[src/rtl/pixel_colour_scanner_if.sv]
// Pixel colour scanner stream bundle.
// Carries the iteration-count input stream (iter_in/iter_valid/iter_ready,
// max_iter), the coloured pixel output stream (r/g/b, eol, sof, valid_out,
// out_ready) and the frame_done pulse.
//   slave  : view taken by the scanner itself
//   master : view taken by the surrounding logic (source and sink)
interface pixel_colour_scanner_if #(
  parameter int unsigned ITER_W = 8
);
  logic [ITER_W-1:0] iter_in;
  logic              iter_valid;
  logic              iter_ready;
  logic [ITER_W-1:0] max_iter;
  logic [7:0]        r_out;
  logic [7:0]        g_out;
  logic [7:0]        b_out;
  logic              eol_out;
  logic              sof_out;
  logic              valid_out;
  logic              out_ready;
  logic              frame_done;

  modport slave (
    input  iter_in, iter_valid, max_iter, out_ready,
    output iter_ready, r_out, g_out, b_out, eol_out, sof_out, valid_out, frame_done
  );

  modport master (
    output iter_in, iter_valid, max_iter, out_ready,
    input  iter_ready, r_out, g_out, b_out, eol_out, sof_out, valid_out, frame_done
  );
endinterface

[src/rtl/pixel_colour_scanner.sv]
// Pixel colour scanner: maps escape-iteration counts, arriving in raster
// order, to RGB colours and tags each pixel with start-of-frame and
// end-of-line flags. One-deep registered output stage with a ready/valid
// handshake on both sides.
// Ports:
//   aclk   - clock, rising edge
//   areset - synchronous reset, active-high
//   bus    - pixel_colour_scanner_if.slave (input stream, output stream,
//            max_iter, frame_done)
// Parameters: WIDTH (pixels per line), HEIGHT (lines per frame),
//   ITER_W (iteration-count width, must be >= 8).
// Build option: COLOUR_CYCLE_EN - when defined, the palette index offset
//   advances by one at every frame end so the palette rotates per frame.
module pixel_colour_scanner #(
  parameter int unsigned WIDTH  = 640,
  parameter int unsigned HEIGHT = 480,
  parameter int unsigned ITER_W = 8
) (
  input  logic                   aclk,
  input  logic                   areset,
  pixel_colour_scanner_if.slave  bus
);

  localparam int unsigned XW = (WIDTH  > 1) ? $clog2(WIDTH)  : 1;
  localparam int unsigned YW = (HEIGHT > 1) ? $clog2(HEIGHT) : 1;
  localparam logic [XW-1:0] X_LAST = XW'(WIDTH - 1);
  localparam logic [YW-1:0] Y_LAST = YW'(HEIGHT - 1);

  logic          valid_q;
  logic [7:0]    r_q;
  logic [7:0]    g_q;
  logic [7:0]    b_q;
  logic          eol_q;
  logic          sof_q;
  logic          last_row_q;
  logic          frame_done_q;
  logic [XW-1:0] x_q;
  logic [YW-1:0] y_q;

  logic          iter_ready_c;
  logic          accept_c;
  logic          consume_c;
  logic          frame_end_c;
  logic          x_last_c;
  logic          y_last_c;
  logic [7:0]    offset_c;
  logic [7:0]    idx_c;
  logic          in_set_c;
  logic [7:0]    r_c;
  logic [7:0]    g_c;
  logic [7:0]    b_c;

  // Handshakes; the output stage can refill in the same cycle it drains.
  assign iter_ready_c = !valid_q || bus.out_ready;
  assign accept_c     = bus.iter_valid && iter_ready_c;
  assign consume_c    = valid_q && bus.out_ready;
  // Last pixel of the frame leaving downstream.
  assign frame_end_c  = consume_c && eol_q && last_row_q;

  assign x_last_c = (x_q == X_LAST);
  assign y_last_c = (y_q == Y_LAST);

`ifdef COLOUR_CYCLE_EN
  logic [7:0] offset_q;

  // Palette rotation, stepped on the same edge that raises frame_done.
  always_ff @(posedge aclk) begin
    if (areset) begin
      offset_q <= 8'd0;
    end else if (frame_end_c) begin
      offset_q <= offset_q + 8'd1;
    end
  end

  assign offset_c = offset_q;
`else
  assign offset_c = 8'd0;
`endif

  // Colour lookup for the pixel being accepted this cycle.
  always_comb begin
    idx_c    = bus.iter_in[7:0] + offset_c;
    in_set_c = (bus.iter_in >= bus.max_iter);
    r_c      = 8'd0;
    g_c      = 8'd0;
    b_c      = 8'd0;
    if (!in_set_c) begin
      r_c = idx_c;
      g_c = {idx_c[6:0], 1'b0};
      b_c = 8'd255 - idx_c;
    end
  end

  // Output stage and raster position counters.
  always_ff @(posedge aclk) begin
    if (areset) begin
      valid_q      <= 1'b0;
      r_q          <= 8'd0;
      g_q          <= 8'd0;
      b_q          <= 8'd0;
      eol_q        <= 1'b0;
      sof_q        <= 1'b0;
      last_row_q   <= 1'b0;
      frame_done_q <= 1'b0;
      x_q          <= '0;
      y_q          <= '0;
    end else begin
      frame_done_q <= frame_end_c;
      if (accept_c) begin
        valid_q    <= 1'b1;
        r_q        <= r_c;
        g_q        <= g_c;
        b_q        <= b_c;
        eol_q      <= x_last_c;
        sof_q      <= (x_q == '0) && (y_q == '0);
        last_row_q <= y_last_c;
        if (x_last_c) begin
          x_q <= '0;
          y_q <= y_last_c ? '0 : y_q + YW'(1);
        end else begin
          x_q <= x_q + XW'(1);
        end
      end else if (consume_c) begin
        valid_q <= 1'b0;
      end
    end
  end

  assign bus.iter_ready = iter_ready_c;
  assign bus.valid_out  = valid_q;
  assign bus.r_out      = r_q;
  assign bus.g_out      = g_q;
  assign bus.b_out      = b_q;
  assign bus.eol_out    = eol_q;
  assign bus.sof_out    = sof_q;
  assign bus.frame_done = frame_done_q;

endmodule

[src/flat_wrapper.sv]
// flat-port wrapper written by rule: the top's interface ports become plain ports
module pixel_colour_scanner_flat 
#(
  parameter int unsigned WIDTH  = 640,
  parameter int unsigned HEIGHT = 480,
  parameter int unsigned ITER_W = 8
)
  (aclk, areset, bus_iter_in, bus_iter_valid, bus_max_iter, bus_out_ready, bus_iter_ready, bus_r_out, bus_g_out, bus_b_out, bus_eol_out, bus_sof_out, bus_valid_out, bus_frame_done);
  pixel_colour_scanner_if #(.ITER_W(ITER_W)) bus_i ();
  input  logic aclk;
  input  logic areset;
  input wire logic [$bits(bus_i.iter_in)-1:0] bus_iter_in;
  input wire logic [$bits(bus_i.iter_valid)-1:0] bus_iter_valid;
  input wire logic [$bits(bus_i.max_iter)-1:0] bus_max_iter;
  input wire logic [$bits(bus_i.out_ready)-1:0] bus_out_ready;
  output wire logic [$bits(bus_i.iter_ready)-1:0] bus_iter_ready;
  output wire logic [$bits(bus_i.r_out)-1:0] bus_r_out;
  output wire logic [$bits(bus_i.g_out)-1:0] bus_g_out;
  output wire logic [$bits(bus_i.b_out)-1:0] bus_b_out;
  output wire logic [$bits(bus_i.eol_out)-1:0] bus_eol_out;
  output wire logic [$bits(bus_i.sof_out)-1:0] bus_sof_out;
  output wire logic [$bits(bus_i.valid_out)-1:0] bus_valid_out;
  output wire logic [$bits(bus_i.frame_done)-1:0] bus_frame_done;
  assign bus_i.iter_in = bus_iter_in;
  assign bus_i.iter_valid = bus_iter_valid;
  assign bus_i.max_iter = bus_max_iter;
  assign bus_i.out_ready = bus_out_ready;
  assign bus_iter_ready = bus_i.iter_ready;
  assign bus_r_out = bus_i.r_out;
  assign bus_g_out = bus_i.g_out;
  assign bus_b_out = bus_i.b_out;
  assign bus_eol_out = bus_i.eol_out;
  assign bus_sof_out = bus_i.sof_out;
  assign bus_valid_out = bus_i.valid_out;
  assign bus_frame_done = bus_i.frame_done;
  pixel_colour_scanner #(.WIDTH(WIDTH), .HEIGHT(HEIGHT), .ITER_W(ITER_W)) u_core (.aclk(aclk), .areset(areset), .bus(bus_i));
endmodule
[config.mk]
export PLATFORM = sky130hd
export DESIGN_NAME = pixel_colour_scanner_flat
export DESIGN_NICKNAME = d
export VERILOG_FILES = /design/src/rtl/pixel_colour_scanner_if.sv /design/src/rtl/pixel_colour_scanner.sv /design/src/flat_wrapper.sv
export SDC_FILE = /design/constraint.sdc
export NUM_CORES = 1
export LEC_CHECK = 0
export ABC_AREA = 0
export BUFFER_PORTS_ARGS = -buffer_cell sky130_fd_sc_hd__buf_2
export CAP_MARGIN = 15
export CORE_MARGIN = 2
export CORE_UTILIZATION = 47
export DETAILED_ROUTE_END_ITERATION = 8
export GPL_ROUTABILITY_DRIVEN = 0
export HOLD_SLACK_MARGIN = 0.06
export PLACE_DENSITY = 0.75
export SLEW_MARGIN = 20
export SYNTH_ARGS = -nofsm -noshare
export SYNTH_HDL_FRONTEND = slang
export SYNTH_SLANG_ARGS = --single-unit
[constraint.sdc]
create_clock -name aclk -period 1.62 [get_ports aclk]
set_input_delay 0.162 -clock aclk [delete_from_list [all_inputs] [get_ports aclk]]
set_output_delay 0.162 -clock aclk [all_outputs]
set_load 0.01 [all_outputs]
==> results of run 1 <==
-- metrics by stage --
step                worst slack [ns]  setup TNS (ns)  cells
floorplan                    -0.0791          -0.267    225
global placement             -0.0355          -0.162    334
detailed placement           -0.0965          -0.615    334
CTS                          -0.0441          -0.169    345
global route                  -0.172           -1.15    351
finish                        -0.116          -0.463    351
-- worst paths after layout --
check | start | endpoint | slack [ns] | cells past startpoint
worst max-delay path | u_core.x_q[6] | u_core.y_q[4] | -0.12 | 4
worst max register to register | u_core.x_q[6] | u_core.y_q[4] | -0.12 | 4
worst min-delay path | bus_iter_in[2] | u_core.bus.b_out[2] | 0.09 | 2
worst min register to register | u_core.bus.sof_out | u_core.bus.sof_out | 0.45 | 2
-- registers in the layout (all words and copies together), names as in the netlist --
| signal | cells |
|---|---|
| u_core.bus.valid_out | 1 |
| u_core.x_q | 10 |
| u_core.y_q | 9 |
| u_core.bus.frame_done | 1 |
| u_core.bus.sof_out | 1 |
| u_core.last_row_q | 1 |
| u_core.bus.r_out | 8 |
| u_core.bus.eol_out | 1 |
| u_core.bus.b_out | 8 |
-- kinds of logic (layout without fill, tap and decap cells) --
family | Yosys count | count (layout)
other cells | 1 | 1
mux | 2 | 2
compound gates | 38 | 38
buf+inv | 34 | 110
xor+xnor | 9 | 9
simple gates | 89 | 89
fa+ha+maj | 12 | 12
flops | 40 | 40
-- per-layer routing --
metal  vias up  GRT usage (%)
met1       921           23.6
met4         0           7.35
met2        58           38.9
li1        959              -
met5         -              0
met3        10           6.01
-- power by group --
group	internal (W)	switching, W	leakage (nW)	total, W
logic	0.000123	0.000138	0.802	0.000261
clock network	0.000457	0.000339	0.0552	0.000797
registers	0.00102	0.0000199	0.327	0.00104
total	0.00160	0.000497	1.18	0.00209
-- worst max-delay path, delay by kind of cell, from the launching register on --
family | cells | cell delay (ns)
DFF | 1 | 0.44
and+or+nand+nor | 3 | 1.12
AOI/OAI and AO/OA | 1 | 0.11
-- what timing repair did --
item / CTS / global route
pin swaps: 1 / 9
setup buffers: 3 / 6
cloned: 0 / 0
hold endpoints to repair: 0 / 0
endpoints found under the setup margin: 17 / 27
gates resized for setup: 2 / 22
-- final cells by class --
class	count	area (sq um)	share of cell area [%]
clock inverters	2	35.0	1.29
repair buffers	86	548	20.2
well taps	50	62.6	2.30
clock buffers	6	72.6	2.67
flip-flops and latches	40	808	29.8
inverters	16	60.1	2.21
multi-input cells	151	1130	41.6
-- cell usage in the layout, fill, tap and decap left out, types with 6 or more instances in the layout --
cell     count
dfxtp_1     34
nand3_1      8
nand2_1     22
dfxtp_2      6
buf_2       47
nor2_1      11
a32o_1      12
nand4_1      9
nor4_1       8
inv_1       16
ha_1        10
nor3_1       8
buf_4       36
xnor2_1      6
==> results_dict.tcl, run 1 <==
set metrics [dict create \
    io_pins 49 \
    synth_area_leader_cell "dfxtp_1" \
    wl_met3_microns 301 \
    grt_use_total_pct 21.4 \
    drc 0 \
    synthTopCellsByArea "dfxtp_1 (41%), ha_1 (7.6%), a32o_1 (6.1%)" \
    wl_met2_microns 2480 \
    ys.flop_type "dfxtp_1" \
    synth_top_area_share_pct 40.5 \
    routed_wl_microns 4960 \
    fp.dieArea_sq_um 4740 \
    grt_max_degree 26 \
    rsz0062_at_grt "true" \
    violations "negative setup slack" \
    holdWs_ns 0.0873 \
    synth.most_common_cell "dfxtp_1" \
    dp_hpwl_microns 3450 \
    max_stage_delay_ns 0.62 \
    vias 1948 \
    wire_per_inst_microns 14.1 \
    status "finished, violations left" \
    drive_above_1_share_pct 40.2 \
    clockBufferDepth 2 \
    max_freq_mhz 576 \
    diodes 0 \
    antenna_found_initial 0 \
    fin_nets 332 \
    drtIter0Drc 116 \
    clk_latency_ns 0.29 \
    cp-end-kind "flop" \
    die_h_microns 68.8 \
    path_cells "nand4bb_4, or4_4, or3_4, a21oi_2" \
    clk_pin_slew_ns 0.08 \
    vdd_drop_max_v 0.000433 \
    p_total_w 0.00209 \
    synthMuxAreaShare_pct 1.01 \
    critPathKind "reg -> reg" \
    die_w_microns 68.8 \
    finalCritPeriodShare_pct 107 \
    grt_pass1_wl_microns 7640 \
    finalSetupViolCount 6 \
    ys_top_cells_by_count "dfxtp_1 (40), nand2_1 (22), inv_1 (16)" \
    synth-simple-area-share_pct 23.7 \
    place_area_sq_um 2420 \
    cp_max_fo 8 \
    worst_slew_pin_slew_ns 0.565 \
    m1WireLength_microns 2090 \
    synth_top_family_by_area "simple AND/OR/NAND/NOR gates" \
    htree_num_levels 2 \
    cp.arrival_ns 1.96 \
    final_hold_viol_count 0 \
    fin_ws_ns -0.116 \
    top_layer "met4" \
    cts-hold-fix-buffers 0 \
    syn_inst 225 \
    final_util_pct 67.4 \
    syn-cell-area_sq_um 1980 \
    final-max-slew-violation-count 0 \
    core_area_sq_um 4030 \
    hold_class "in -> reg" \
    firstDrtPassIters 4 \
    power_density_nw_per_um2 771 \
    start_kind "flop" \
    synthXorXnorAreaFrac_pct 3.99 \
    ys_ff_latch 40 \
    grt_pass1_vias 1839 \
    cts_buffers 5 \
    fill_cells 329 \
    synth_cell_types 37 \
    fp-row-count 23 \
    cap_viol_max_count 0 \
    area_growth_pct 37.4 \
    detail-route-antenna-nets 0 \
    port_buffers 47 \
    fin_skew_ns 0.00868 \
    synthArstFlopShare_pct 0 \
    grt-ovfl-total 0 \
    synth_edf_count 0 \
    cts_tree "done" \
    clock-sinks 40 \
    synth_fa_ha_area_share_pct 7.60 \
    postSynthNetCount 257 \
    period_minus_slack_ns 1.74 \
    leakage_nw 1.18 \
    slew_headroom_pct 62.2 \
    initial_core_util_pct 49.0 \
    viasPerCell 5.55 \
    yosysWarnings 0 \
    final_cell_area_sq_um 2720 \
    synth_compound_area_share_pct 14.6 \
    yosysSeqAreaShare_pct 40.5 \
    required_ns 1.84 \
    root_buffer "clkbuf_8" \
    worst_path_max_delay_cell "or4_4" \
    synth.avg_cell_area_sq_um 8.78 \
]
No activity file was read; power rests on OpenSTA's default activity.
==> inputs of run 2 (changes only) <==
- SKIP_LAST_GASP: not set -> 1
==> run 2 against run 1 <==
The flow still finishes with violations (negative setup slack). Maximum frequency fell by 0.17%. Clock power barely moved. Sequential power barely moved. Final cell count did not move. Highest routed layer unchanged.
==> results_dict.tcl, run 2 (synthesis gave the netlist of run 1 again) <==
set metrics [dict create \
    hold_start "bus_iter_in[2]" \
    diodes 0 \
    io_pins 49 \
    die_h_microns 68.8 \
    critPathKind "reg -> reg" \
    slew_headroom_pct 61.4 \
    grt_pass1_vias 1839 \
    holdPathEnd "u_core.bus.b_out[2]" \
    cp_max_fo 8 \
    fp-row-count 23 \
    finalCritPeriodShare_pct 107 \
    area_growth_pct 37.2 \
    placed_cells 334 \
    r2r_setup_slack_ns -0.12 \
    worst_slew_pin_slew_ns 0.577 \
    htree_num_levels 2 \
    fp.dieArea_sq_um 4740 \
    drc 0 \
    r2r-start "u_core.x_q[7]" \
    fin_nets 332 \
    dp_hpwl_microns 3450 \
    grt.busiest_layer "met2" \
    mostFrequentLayoutCell "buf_2" \
    final_cell_area_sq_um 2710 \
    r2r_end "u_core.y_q[4]" \
    hold_class "in -> reg" \
    grt_use_total_pct 21.4 \
    drtIter0Drc 112 \
    largest_reg_flops 10 \
    vias 1931 \
    fin_ws_ns -0.119 \
    clk_pin_slew_ns 0.08 \
    grt-ovfl-total 0 \
    final_hold_viol_count 0 \
    initial_core_util_pct 49.0 \
    cp.arrival_ns 1.96 \
    place_area_sq_um 2420 \
    detail-route-antenna-nets 0 \
    antenna_found_initial 0 \
    clock-sinks 40 \
    clockBufferDepth 2 \
    rsz0062_at_grt "true" \
    cts-hold-fix-buffers 0 \
    vdd_drop_max_v 0.000432 \
    cap_viol_max_count 0 \
    hold_depth 2 \
    layout_top_registers "u_core.x_q (10), u_core.y_q (9)" \
    cts_tree "done" \
    mostFrequentLayoutCells "buf_2 (47), buf_4 (36), dfxtp_1 (34)" \
    power_density_nw_per_um2 773 \
    r2r_cells 4 \
    grt_use_met3_pct 6.01 \
    final_util_pct 67.3 \
    fin_cells 351 \
    period_minus_slack_ns 1.74 \
    clk_latency_ns 0.29 \
    required_ns 1.84 \
    leakage_nw 1.18 \
    max_freq_mhz 575 \
    fill_cells 329 \
    firstDrtPassIters 4 \
    violations "negative setup slack" \
    final-max-slew-violation-count 0 \
    grtUsageMet2_pct 38.9 \
    status "finished, violations left" \
    cts_buffers 5 \
    routed_wl_microns 4930 \
    finalSetupViolCount 7 \
    die_w_microns 68.8 \
    holdWs_ns 0.0893 \
    viasPerCell 5.50 \
    fin_skew_ns 0.0117 \
    drive_above_1_share_pct 39.9 \
    core_area_sq_um 4030 \
    port_buffers 47 \
    root_buffer "clkbuf_8" \
    grt_pass1_wl_microns 7640 \
    cp-end-kind "flop" \
    regMostFlops "u_core.x_q" \
    start_kind "flop" \
    grt_use_met1_pct 23.6 \
    wire_per_inst_microns 14.0 \
    grt_max_degree 26 \
]
run 2: cell counts in the layout (fill, tap and decap cells not counted):
Identical to the previous run, type by type.
run 2: routing by layer:
metal,vias to the layer above,wire (microns)
met3,5,314
met5,-,0
li1,961,-
met1,900,2020
met4,0,61
met2,65,2530
run 2: area by class of cell:
| class | count | area, sq um | area share [%] |
|---|---|---|---|
| clock buffers | 6 | 72.6 | 2.68 |
| clock inverters | 2 | 35.0 | 1.29 |
| inverters | 16 | 60.1 | 2.22 |
| multi-input cells | 151 | 1120 | 41.5 |
| flip-flops and latches | 40 | 808 | 29.8 |
| well taps | 50 | 62.6 | 2.31 |
| repair buffers | 86 | 548 | 20.2 |
run 2: worst max-delay path by stage:
| stage | end | startpoint | cells after the start |
|---|---|---|---|
| detailed placement | u_core.bus.b_out[6] | u_core.bus.valid_out | 5 |
| global route | u_core.y_q[4] | u_core.x_q[9] | 4 |
| finish | u_core.y_q[4] | u_core.x_q[7] | 4 |
| floorplan | u_core.y_q[2] | u_core.bus.valid_out | 6 |
| CTS | u_core.y_q[4] | u_core.x_q[1] | 5 |
| global placement | u_core.bus.b_out[4] | u_core.bus.valid_out | 5 |
run 2: through the flow:
| step | setup slack (ns) | total power, W | TNS (ns) |
|---|---|---|---|
| global placement | -0.0355 | 0.00131 | -0.162 |
| detailed placement | -0.0965 | 0.00131 | -0.615 |
| floorplan | -0.0791 | 0.00121 | -0.267 |
| CTS | -0.0441 | 0.00211 | -0.169 |
| global route | -0.161 | 0.00218 | -1.18 |
| finish | -0.119 | 0.00210 | -0.502 |
run 2: power by group:
| part | internal [W] | switching, W | total, W |
|---|---|---|---|
| Clock | 0.000457 | 0.000341 | 0.000798 |
| Combinational | 0.000123 | 0.000138 | 0.000261 |
| Sequential | 0.00102 | 0.0000199 | 0.00104 |
| Total | 0.00160 | 0.000498 | 0.00210 |
run 2: worst max-delay path: stages, from the launching register on:
cell and delay (ns):
dfxtp_2 0.34, nand4bb_4 0.24, or4_4 0.62, or3_4 0.35
a21oi_2 0.11
run 2: repair_timing:
item / 4_1_cts / 5_1_grt
setup buffers: 3 / 6
setup endpoints to repair: 17 / 27
resized for setup: 2 / 20
pin swaps: 1 / 8
